===== src/rtl/servo_pwm_pkg.sv =====
// Shared definitions for the multi-channel servo PWM block: command op-codes and the
// datapath width used for counter and pulse-width arithmetic.
package servo_pwm_pkg;

    localparam int unsigned LARGURA_W = 32;

    localparam logic [1:0] OP_SET      = 2'b00;
    localparam logic [1:0] OP_DIREITA  = 2'b01;
    localparam logic [1:0] OP_ESQUERDA = 2'b10;
    localparam logic [1:0] OP_NOP      = 2'b11;

endpackage


===== src/rtl/servo_pwm_multicanal_canal.sv =====
// One servo channel: saturating position register, target width, slew-limited width
// register (updated only on the period boundary) and registered pulse compare.
module canal_pwm
    import servo_pwm_pkg::*;
#(
    parameter int unsigned N_POS       = 8,
    parameter int unsigned W_POS       = $clog2(N_POS),
    parameter int unsigned LARGURA_MIN = 50_000,
    parameter int unsigned PASSO       = 7_000,
    parameter int unsigned RAMPA       = 0,
    parameter int unsigned POS_INICIAL = 0
) (
    input  logic                 clock,
    input  logic                 zera,
    input  logic                 cmd_en,
    input  logic [1:0]           cmd_op,
    input  logic [W_POS-1:0]     cmd_pos,
    input  logic                 enable_mov,
    input  logic [LARGURA_W-1:0] contagem,
    input  logic                 fronteira,
    output logic [W_POS-1:0]     pos,
    output logic                 pwm,
    output logic                 em_movimento
);

    localparam logic [W_POS-1:0]     POS_MAX  = W_POS'(N_POS - 1);
    localparam logic [W_POS-1:0]     POS_RST  = W_POS'(POS_INICIAL);
    localparam logic [LARGURA_W-1:0] LARG_RST = LARGURA_W'(LARGURA_MIN + POS_INICIAL * PASSO);
    localparam logic [LARGURA_W-1:0] RAMPA_L  = LARGURA_W'(RAMPA);

    logic [W_POS-1:0]     pos_q, pos_d, pos_set;
    logic [LARGURA_W-1:0] largura_q, largura_d, alvo;
    logic                 pwm_q, pwm_d;

    // Saturation on a direct set is only needed when N_POS leaves unused codes.
    if (N_POS == (1 << W_POS)) begin : g_pos_pot2
        assign pos_set = cmd_pos;
    end else begin : g_pos_sat
        assign pos_set = (cmd_pos > POS_MAX) ? POS_MAX : cmd_pos;
    end

    always_comb begin
        pos_d = pos_q;
        if (cmd_en) begin
            unique case (cmd_op)
                OP_SET:      pos_d = pos_set;
                OP_DIREITA:  if (enable_mov && pos_q != POS_MAX) pos_d = pos_q + 1'b1;
                OP_ESQUERDA: if (enable_mov && pos_q != '0) pos_d = pos_q - 1'b1;
                default:     pos_d = pos_q;
            endcase
        end
    end

    assign alvo = LARGURA_W'(LARGURA_MIN) + LARGURA_W'(pos_q) * LARGURA_W'(PASSO);

    // Width only moves at the boundary, so a pulse in flight is never cut or stretched.
    always_comb begin
        largura_d = largura_q;
        if (fronteira) begin
            if (RAMPA == 0) begin
                largura_d = alvo;
            end else if (alvo > largura_q) begin
                largura_d = (alvo - largura_q > RAMPA_L) ? largura_q + RAMPA_L : alvo;
            end else begin
                largura_d = (largura_q - alvo > RAMPA_L) ? largura_q - RAMPA_L : alvo;
            end
        end
        pwm_d = (contagem < largura_q);
    end

    always_ff @(posedge clock) begin
        if (zera) begin
            pos_q     <= POS_RST;
            largura_q <= LARG_RST;
            pwm_q     <= 1'b0;
        end else begin
            pos_q     <= pos_d;
            largura_q <= largura_d;
            pwm_q     <= pwm_d;
        end
    end

    assign pos          = pos_q;
    assign pwm          = pwm_q;
    assign em_movimento = (largura_q != alvo);

endmodule


===== src/rtl/servo_pwm_multicanal.sv =====
// Multi-channel servo PWM: shared period counter, command decode and one canal_pwm per
// channel; outputs are packed per channel.
module servo_pwm_multicanal
    import servo_pwm_pkg::*;
#(
    parameter int unsigned CONF_PERIODO = 1_000_000,
    parameter int unsigned N_CANAIS     = 4,
    parameter int unsigned N_POS        = 8,
    parameter int unsigned W_POS        = $clog2(N_POS),
    parameter int unsigned LARGURA_MIN  = 50_000,
    parameter int unsigned PASSO        = 7_000,
    parameter int unsigned RAMPA        = 0,
    parameter int unsigned POS_INICIAL  = 0,
    parameter int unsigned W_CANAL      = (N_CANAIS > 1) ? $clog2(N_CANAIS) : 1
) (
    input  logic                      clock,
    input  logic                      zera,
    input  logic                      cmd_valid,
    output logic                      cmd_ready,
    input  logic [W_CANAL-1:0]        cmd_canal,
    input  logic [1:0]                cmd_op,
    input  logic [W_POS-1:0]          cmd_pos,
    input  logic                      enable_mov,
    output logic [N_CANAIS-1:0]       pwm,
    output logic [N_CANAIS*W_POS-1:0] pos,
    output logic [N_CANAIS-1:0]       em_movimento,
    output logic                      fim_periodo,
    output logic                      db_pwm
);

    localparam logic [LARGURA_W-1:0] CONT_MAX = LARGURA_W'(CONF_PERIODO - 1);

    logic [LARGURA_W-1:0] contagem_q, contagem_d;
    logic                 fim_periodo_q, fim_periodo_d;
    logic                 cmd_ready_q, cmd_ready_d;
    logic                 fronteira, aceita;

    assign fronteira = (contagem_q == CONT_MAX);
    assign aceita    = cmd_valid && cmd_ready_q;

    always_comb begin
        contagem_d    = fronteira ? '0 : contagem_q + 1'b1;
        fim_periodo_d = fronteira;
        cmd_ready_d   = 1'b1;
    end

    always_ff @(posedge clock) begin
        if (zera) begin
            contagem_q    <= '0;
            fim_periodo_q <= 1'b0;
            cmd_ready_q   <= 1'b0;
        end else begin
            contagem_q    <= contagem_d;
            fim_periodo_q <= fim_periodo_d;
            cmd_ready_q   <= cmd_ready_d;
        end
    end

    // Out-of-range channel numbers match no instance, so such commands are absorbed.
    for (genvar c = 0; c < N_CANAIS; c++) begin : g_canal
        canal_pwm #(
            .N_POS       (N_POS),
            .W_POS       (W_POS),
            .LARGURA_MIN (LARGURA_MIN),
            .PASSO       (PASSO),
            .RAMPA       (RAMPA),
            .POS_INICIAL (POS_INICIAL)
        ) u_canal (
            .clock        (clock),
            .zera         (zera),
            .cmd_en       (aceita && (LARGURA_W'(cmd_canal) == LARGURA_W'(c))),
            .cmd_op       (cmd_op),
            .cmd_pos      (cmd_pos),
            .enable_mov   (enable_mov),
            .contagem     (contagem_q),
            .fronteira    (fronteira),
            .pos          (pos[c*W_POS +: W_POS]),
            .pwm          (pwm[c]),
            .em_movimento (em_movimento[c])
        );
    end

    assign cmd_ready   = cmd_ready_q;
    assign fim_periodo = fim_periodo_q;
    assign db_pwm      = pwm[0];

endmodule

===== config.mk =====
export PLATFORM = sky130hd
export DESIGN_NAME = servo_pwm_multicanal
export DESIGN_NICKNAME = d
export VERILOG_FILES = /design/src/rtl/servo_pwm_pkg.sv /design/src/rtl/servo_pwm_multicanal_canal.sv /design/src/rtl/servo_pwm_multicanal.sv
export SDC_FILE = /design/constraint.sdc
export NUM_CORES = 1
export LEC_CHECK = 0
export CAP_MARGIN = 10
export CELL_PAD_IN_SITES_DETAIL_PLACEMENT = 0
export CELL_PAD_IN_SITES_GLOBAL_PLACEMENT = 1
export CORE_ASPECT_RATIO = 0.9
export CORE_MARGIN = 2
export CORE_UTILIZATION = 35
export DETAILED_ROUTE_END_ITERATION = 10
export GPL_TIMING_DRIVEN = 1
export PLACE_DENSITY = 0.69
export REMOVE_ABC_BUFFERS = 1
export SYNTH_ARGS = -nofsm -noshare
export SYNTH_HDL_FRONTEND = slang
export SYNTH_SLANG_ARGS = --single-unit

===== constraint.sdc =====
create_clock -name clock -period 13.9 [get_ports clock]
set_input_delay 3.475 -clock clock [delete_from_list [all_inputs] [get_ports clock]]
set_output_delay 3.475 -clock clock [all_outputs]
set_load 0.005 [all_outputs]

==> flow_summary.json, run 1 <==
{
  "cts_hold_buf": 0,
  "grt_max_degree": 64,
  "htreeDepth": 3,
  "timing.reg2reg.setup_slack_ns": 9.50,
  "cts_setup_buffers": 0,
  "start_kind": "register",
  "peakVddDrop_uv": 57.97,
  "switchingPower_mw": 0.1742,
  "portBuffers": 33,
  "period_needed_ns": 9.035,
  "hold_path_end": "g_canal[3].u_canal.largura_q[12]",
  "die_area_um2": 28140,
  "rsz0062_at_grt": "no",
  "ys_seq_elements": 106,
  "yosysWarnings": 0,
  "drt_iter0_markers": 382,
  "syn-cell-area_um2": 9385,
  "r2r_end": "g_canal[2].u_canal.largura_q[16]",
  "tightest_slew_ns": 1.066,
  "finClkSkew_ns": 0.009867,
  "r2r_start": "g_canal[2].u_canal.pos[1]",
  "async_flop_share": 0,
  "slew_headroom": 0.2825,
  "critPathMaxFanout": 18,
  "syn_area_per_cell_um2": 7.927,
  "swShare": 0.2560,
  "holdCritStartpoint": "g_canal[3].u_canal.largura_q[12]",
  "drv_cap": 0,
  "syn_to_final_growth_pct": 9.052,
  "multi_input_area_um2": 6653,
  "finalSetupViolCount": 0,
  "combPwrFrac": 0.123,
  "drive_gt1_frac": 0.04414,
  "clk_transition_reported_paths_ns": 0.08,
  "hold_violations": 0,
  "fp.dieH_um": 159.4,
  "synth_flop_cell": "dfxtp_1",
  "power.internal_mw": 0.5063,
  "io_pins": 34,
  "worst_ep_required_time_ns": 10.43,
  "grt-ovfl-total": 0,
  "nFillCells": 2762,
  "wire_per_inst_um": 15.67,
  "start_util": 0.3581,
  "total_power_mw": 0.6804,
  "ys_types": 81,
  "fmax_mhz": 110.7,
  "drc_errors": 0,
  "synthCells": 1184,
  "p_leak_nw": 4.363,
  "via_count": 7980,
  "final.period_utilization": 0.6500,
  "cts.sinks": 106,
  "cp-end-kind": "primary output",
  "num-nets-final": 1289,
  "core_um2": 26210,
  "grt_usage": 0.1752,
  "p_clk_frac": 0.423,
  "gp_congestion": 0.8439,
  "p_seq_frac": 0.454,
  "cts-buffers-inserted": 9,
  "die_w_um": 176.6,
  "powerDensity_nw_per_um2": 66.48,
  "synth_edf_count": 0,
  "ant_nets": 0,
  "grt_pass1_vias": 7732,
  "seqCellArea_um2": 2122,
  "path_class": "register to primary output",
  "via_per_inst": 5.229,
  "cts_resized": 0,
  "min_path_cells": 2,
  "dpl.hpwl_mm": 17.35,
  "tritoncts": "built",
  "drt_wl_total_mm": 23.91,
  "tns_ns": 0,
  "clockBufferDepth": 2,
  "ys_seq_area_frac": 0.2261,
  "hold_path.class": "register to register",
  "grt_pass1_wl_mm": 39.92,
  "drv_slew": 0,
  "antenna_found_initial": 0,
  "clk_latency_ns": 0.36,
  "root_buffer": "clkbuf_16",
  "reg2reg_depth": 13,
  "num_rows": 56,
  "cp.arrival_ns": 5.56,
  "diodes": 0,
  "outcome": "complete, no violations",
  "dr.pass1.iters": 5
}
## cell usage after synthesis, drive strengths merged (3+ instances only)
master | number | area share
nand4 | 17 | 0.011
a211o | 6 | 0.0056
or2 | 3 | 0.0020
o21bai | 3 | 0.0024
mux2i | 3 | 0.0032
fa | 7 | 0.015
xor2 | 59 | 0.056
dfxtp | 106 | 0.23
a211oi | 15 | 0.013
o221ai | 5 | 0.0047
a21o | 24 | 0.019
or4b | 3 | 0.0032
a31oi | 9 | 0.0060
nor2 | 102 | 0.041
nand3b | 6 | 0.0048
nand2b | 24 | 0.016
o211a | 5 | 0.0053
clkbuf | 39 | 0.016
o21ai | 27 | 0.014
buf | 23 | 0.016
nor4b | 5 | 0.0047
a311oi | 9 | 0.0084
and4 | 7 | 0.0069
and2 | 6 | 0.0041
ha | 98 | 0.13
or4 | 5 | 0.0040
a2111oi | 5 | 0.0053
xnor2 | 96 | 0.090
nand2 | 115 | 0.046
a221oi | 3 | 0.0060
o31ai | 9 | 0.0072
nand3 | 40 | 0.021
nor3 | 18 | 0.010
a21oi | 78 | 0.042
o31a | 5 | 0.0056
or3 | 5 | 0.0033
nor4 | 22 | 0.019
o211ai | 35 | 0.028
a22oi | 4 | 0.0032
and3 | 10 | 0.0067
nor2b | 13 | 0.0087
inv | 84 | 0.034
## logic make-up (layout without fill, tap and decap cells)
logic type               after synthesis  after routing  synth area share
buffers and inverters                147            141           0.06586
multiplexers                           4              4          0.004399
AND/OR/NAND/NOR                      406            406            0.2174
AO/OA/AOI/OAI                        260            260            0.1928
XOR/XNOR                             156            156            0.1478
adder cells (fa/ha/maj)              105            105            0.1456
flip-flops                           106            106            0.2261
## state kept, by name, indices dropped and copies added, names as in the netlist
register	count
fim_periodo	1
contagem_q	32
g_canal.u_canal.pos	12
g_canal.u_canal.pwm	4
cmd_ready	1
g_canal.u_canal.largura_q	56
## routing by layer
layer	track usage	part of all wire	vias up	wire length, µm
li1	-	-	4134	-
met1	0.2484	0.51	3722	12230
met2	0.2848	0.45	112	10760
met3	0.02531	0.032	12	760
met4	0.02930	0.0067	0	160
met5	0	0	-	0
## metrics by stage
stage,worst slack (ns),hold WS [ns],cell area (µm²),instances,util
floorplan,6.186,0.4258,9086,1122,-
global placement,5.313,0.4388,9907,1510,0.3781
detailed placement,5.277,0.4448,9907,1510,0.3781
CTS,4.846,0.4554,10230,1526,0.3906
global route,4.445,0.4729,10230,1526,0.3906
finish,4.865,0.4529,10230,1526,0.3906
## power groups by stage
stage               Clock (mW)  Sequential, mW  Combinational (mW)
floorplan                    0           0.315              0.0514
global placement             0           0.316              0.0841
detailed placement           0           0.316              0.0839
CTS                      0.298           0.309              0.0844
global route             0.311           0.309              0.0920
finish                   0.288           0.309              0.0837
## layout by cell type (no fill, tap or decap), types with 17 or more instances in the layout
cell type | synthesis | layout
nor4_1 | 19 | 18
a21oi_1 | 77 | 77
nor3_1 | 17 | 17
ha_1 | 98 | 98
o211ai_1 | 35 | 35
nand3_1 | 40 | 40
xor2_1 | 58 | 58
clkdlybuf4s50_1 | 0 | 32
inv_1 | 80 | 80
a21o_1 | 24 | 24
nand2_1 | 115 | 115
nand2b_1 | 24 | 24
nor2_1 | 102 | 102
o21ai_0 | 26 | 26
xnor2_1 | 96 | 96
nand4_1 | 17 | 17
dfxtp_1 | 106 | 106
## worst max path at each step
| stage | from | to | depth (start not counted) |
|---|---|---|---|
| after floorplan | g_canal[0].u_canal.pos[1] | em_movimento[0] | 14 |
| after global placement | g_canal[0].u_canal.pos[1] | em_movimento[0] | 15 |
| after detailed placement | g_canal[0].u_canal.pos[1] | em_movimento[0] | 15 |
| after CTS | g_canal[0].u_canal.pos[1] | em_movimento[0] | 15 |
| after global routing | g_canal[0].u_canal.pos[1] | em_movimento[0] | 15 |
| final | g_canal[0].u_canal.pos[1] | em_movimento[0] | 15 |
## area by class of cell
| type | instances | area share |
|---|---|---|
| Multi-Input combinational cell | 931 | 0.6500 |
| Sequential cell | 106 | 0.2073 |
| Tap cell | 348 | 0.04254 |
| Timing Repair Buffer | 40 | 0.03692 |
| Inverter | 85 | 0.03117 |
| Clock buffer | 10 | 0.02335 |
| Clock inverter | 6 | 0.008680 |
## worst max-delay path: stages (launching register included)
cell and delay, ns:
dfxtp_1 0.73, inv_1 0.20, ha_1 0.38, nor2b_1 0.26
inv_1 0.15, fa_1 0.60, or4b_1 0.51, nand3_1 0.09
o22ai_1 0.09, xor2_1 0.21, nor4_2 0.42, nor2_1 0.14
xnor2_1 0.14, or4b_1 0.54, a211o_1 0.29, clkdlybuf4s50_1 0.44
No activity file was read; power rests on OpenSTA's default activity.
==> run 2: changes to the inputs <==
- clock period: 13.9 -> 8.85 ns (I/O delays scaled with it)
==> flow_summary.json, run 2 (synthesis gave the netlist of run 1 again) <==
{
  "grt-ovfl-total": 0,
  "final_common_cell": "nand2_1",
  "cp.arrival_ns": 5.55,
  "grt_max_degree": 64,
  "drt_iter0_markers": 452,
  "p_leak_nw": 4.362,
  "combPwrFrac": 0.126,
  "grt_pass1_wl_mm": 40.10,
  "cts.sinks": 106,
  "cts-buffers-inserted": 9,
  "via_per_inst": 5.225,
  "fp.dieH_um": 159.4,
  "portBuffers": 33,
  "clk_latency_ns": 0.36,
  "timing.reg2reg.setup_slack_ns": 4.48,
  "fin_area_um2": 10220,
  "total_power_mw": 1.045,
  "critPathMaxFanout": 18,
  "clockBufferDepth": 2,
  "gp_congestion": 0.8479,
  "grt_usage": 0.1744,
  "final_core_util": 0.3901,
  "finClkSkew_ns": 0.009696,
  "nFillCells": 2761,
  "p_seq_frac": 0.464,
  "drv_slew": 0,
  "root_buffer": "clkbuf_16",
  "grt_most_used_layer": "met2",
  "cpMaxStageDelayCell": "dfxtp_1",
  "cp_cell_sequence": "inv_1 > ha_1 > nor2b_1 > inv_1 > fa_1 > or4b_1 > nand3_1 > o22ai_1 > xor2_1 > nor4_2 > nor2_1 > xnor2_1 > or4b_1 > a211o_1 > clkdlybuf4s50_1",
  "htreeDepth": 3,
  "layout_common_cells": "115 x nand2_1, 106 x dfxtp_1, 102 x nor2_1, 98 x ha_1, 96 x xnor2_1",
  "antenna_found_initial": 0,
  "core_um2": 26210,
  "outcome": "complete, no violations",
  "die_area_um2": 28140,
  "dpl.hpwl_mm": 17.19,
  "power.internal_mw": 0.7636,
  "placed_cell_area_um2": 9915,
  "max_stage_delay_ns": 0.74,
  "wire_per_inst_um": 15.56,
  "dr.pass1.iters": 5,
  "hold_violations": 0,
  "drv_cap": 0,
  "num-nets-final": 1290,
  "powerDensity_nw_per_um2": 102.2,
  "regMostFlops": "g_canal.u_canal.largura_q",
  "period_needed_ns": 7.762,
  "drc_errors": 0,
  "grt_use_met2": 0.2763,
  "tritoncts": "built",
  "diodes": 0,
  "start_util": 0.3581,
  "cts_setup_buffers": 0,
  "finalSetupViolCount": 0,
  "grt_pass1_vias": 7674,
  "largest_register_ffs": 56,
  "fmax_mhz": 128.8,
  "cp-end-kind": "primary output",
  "rsz0062_at_grt": "no",
  "num_rows": 56,
  "cts_hold_buf": 0,
  "via_count": 7979,
  "tightest_slew_ns": 1.062,
  "slew_headroom": 0.2906,
  "met1_usage": 0.2549,
  "clk_transition_reported_paths_ns": 0.08,
  "syn_to_final_growth_pct": 8.933,
  "path_class": "register to primary output",
  "critPathBufInv": 3,
  "p_clk_frac": 0.410,
  "peakVddDrop_uv": 82.37,
  "drt_wl_total_mm": 23.76,
  "die_w_um": 176.6,
  "io_pins": 34,
  "hold_path.class": "register to register",
  "swShare": 0.2695,
  "ant_nets": 0,
  "drive_gt1_frac": 0.04495,
  "tns_ns": 0,
  "final.period_utilization": 0.8770,
  "cpLargestDelayFamily": "simple AND/OR/NAND/NOR gates",
  "start_kind": "register",
  "use_met3": 0.02340,
  "worst_ep_required_time_ns": 6.64,
  "switchingPower_mw": 0.2817,
  "cts_resized": 0
}
==> run 2: worst paths after layout <==
kind	startpoint	to	cells after the start
setup / recovery	g_canal[0].u_canal.pos[1]	em_movimento[0]	15
hold reg to reg	g_canal[2].u_canal.largura_q[7]	g_canal[2].u_canal.largura_q[7]	2
hold / removal	g_canal[2].u_canal.largura_q[7]	g_canal[2].u_canal.largura_q[7]	2
setup reg to reg	g_canal[2].u_canal.pos[1]	g_canal[2].u_canal.largura_q[16]	13
==> run 2: cell type report <==
cell class,instances,area [µm²],area share
Multi-Input combinational cell,931,6653,0.6507
Sequential cell,106,2122,0.2076
Tap cell,348,435.4,0.04259
Timing Repair Buffer,41,385.4,0.03769
Inverter,85,319.1,0.03121
Clock buffer,9,225.2,0.02203
Clock inverter,7,83.83,0.008200
==> run 2: power by group through the flow <==
stage / Sequential, mW / Clock [mW] / Combinational, mW
floorplan: 0.495 / 0 / 0.0808
global placement: 0.496 / 0 / 0.133
detailed placement: 0.496 / 0 / 0.132
CTS: 0.485 / 0.442 / 0.133
global route: 0.486 / 0.461 / 0.145
finish: 0.485 / 0.429 / 0.132
==> run 2: worst min-delay path, stage by stage (launching register included) <==
cell,delay (ns)
dfxtp_1,0.31
nand2_1,0.05
a21oi_1,0.05
==> run 2: stage by stage <==
step / cells / worst slack [ns] / hold WS (ns)
after floorplan: 1122 / 2.398 / 0.4258
after global placement: 1511 / 1.524 / 0.4387
after detailed placement: 1511 / 1.496 / 0.4448
after CTS: 1527 / 1.077 / 0.4551
after global routing: 1527 / 0.6845 / 0.4785
final: 1527 / 1.088 / 0.4529
==> run 2: layer usage <==
metal	share of wire	vias up	routed length (µm)
li1	-	4134	-
met1	0.52	3713	12420
met2	0.44	123	10510
met3	0.028	9	677
met4	0.0066	0	157
met5	0	-	0
==> run 3: changes to the inputs <==
- CTS_CLUSTER_SIZE: default -> 25
- SETUP_SLACK_MARGIN: default -> 0.1
==> results of run 3 <==
No change in the layout: final DEF, timing and power equal those of run 2.
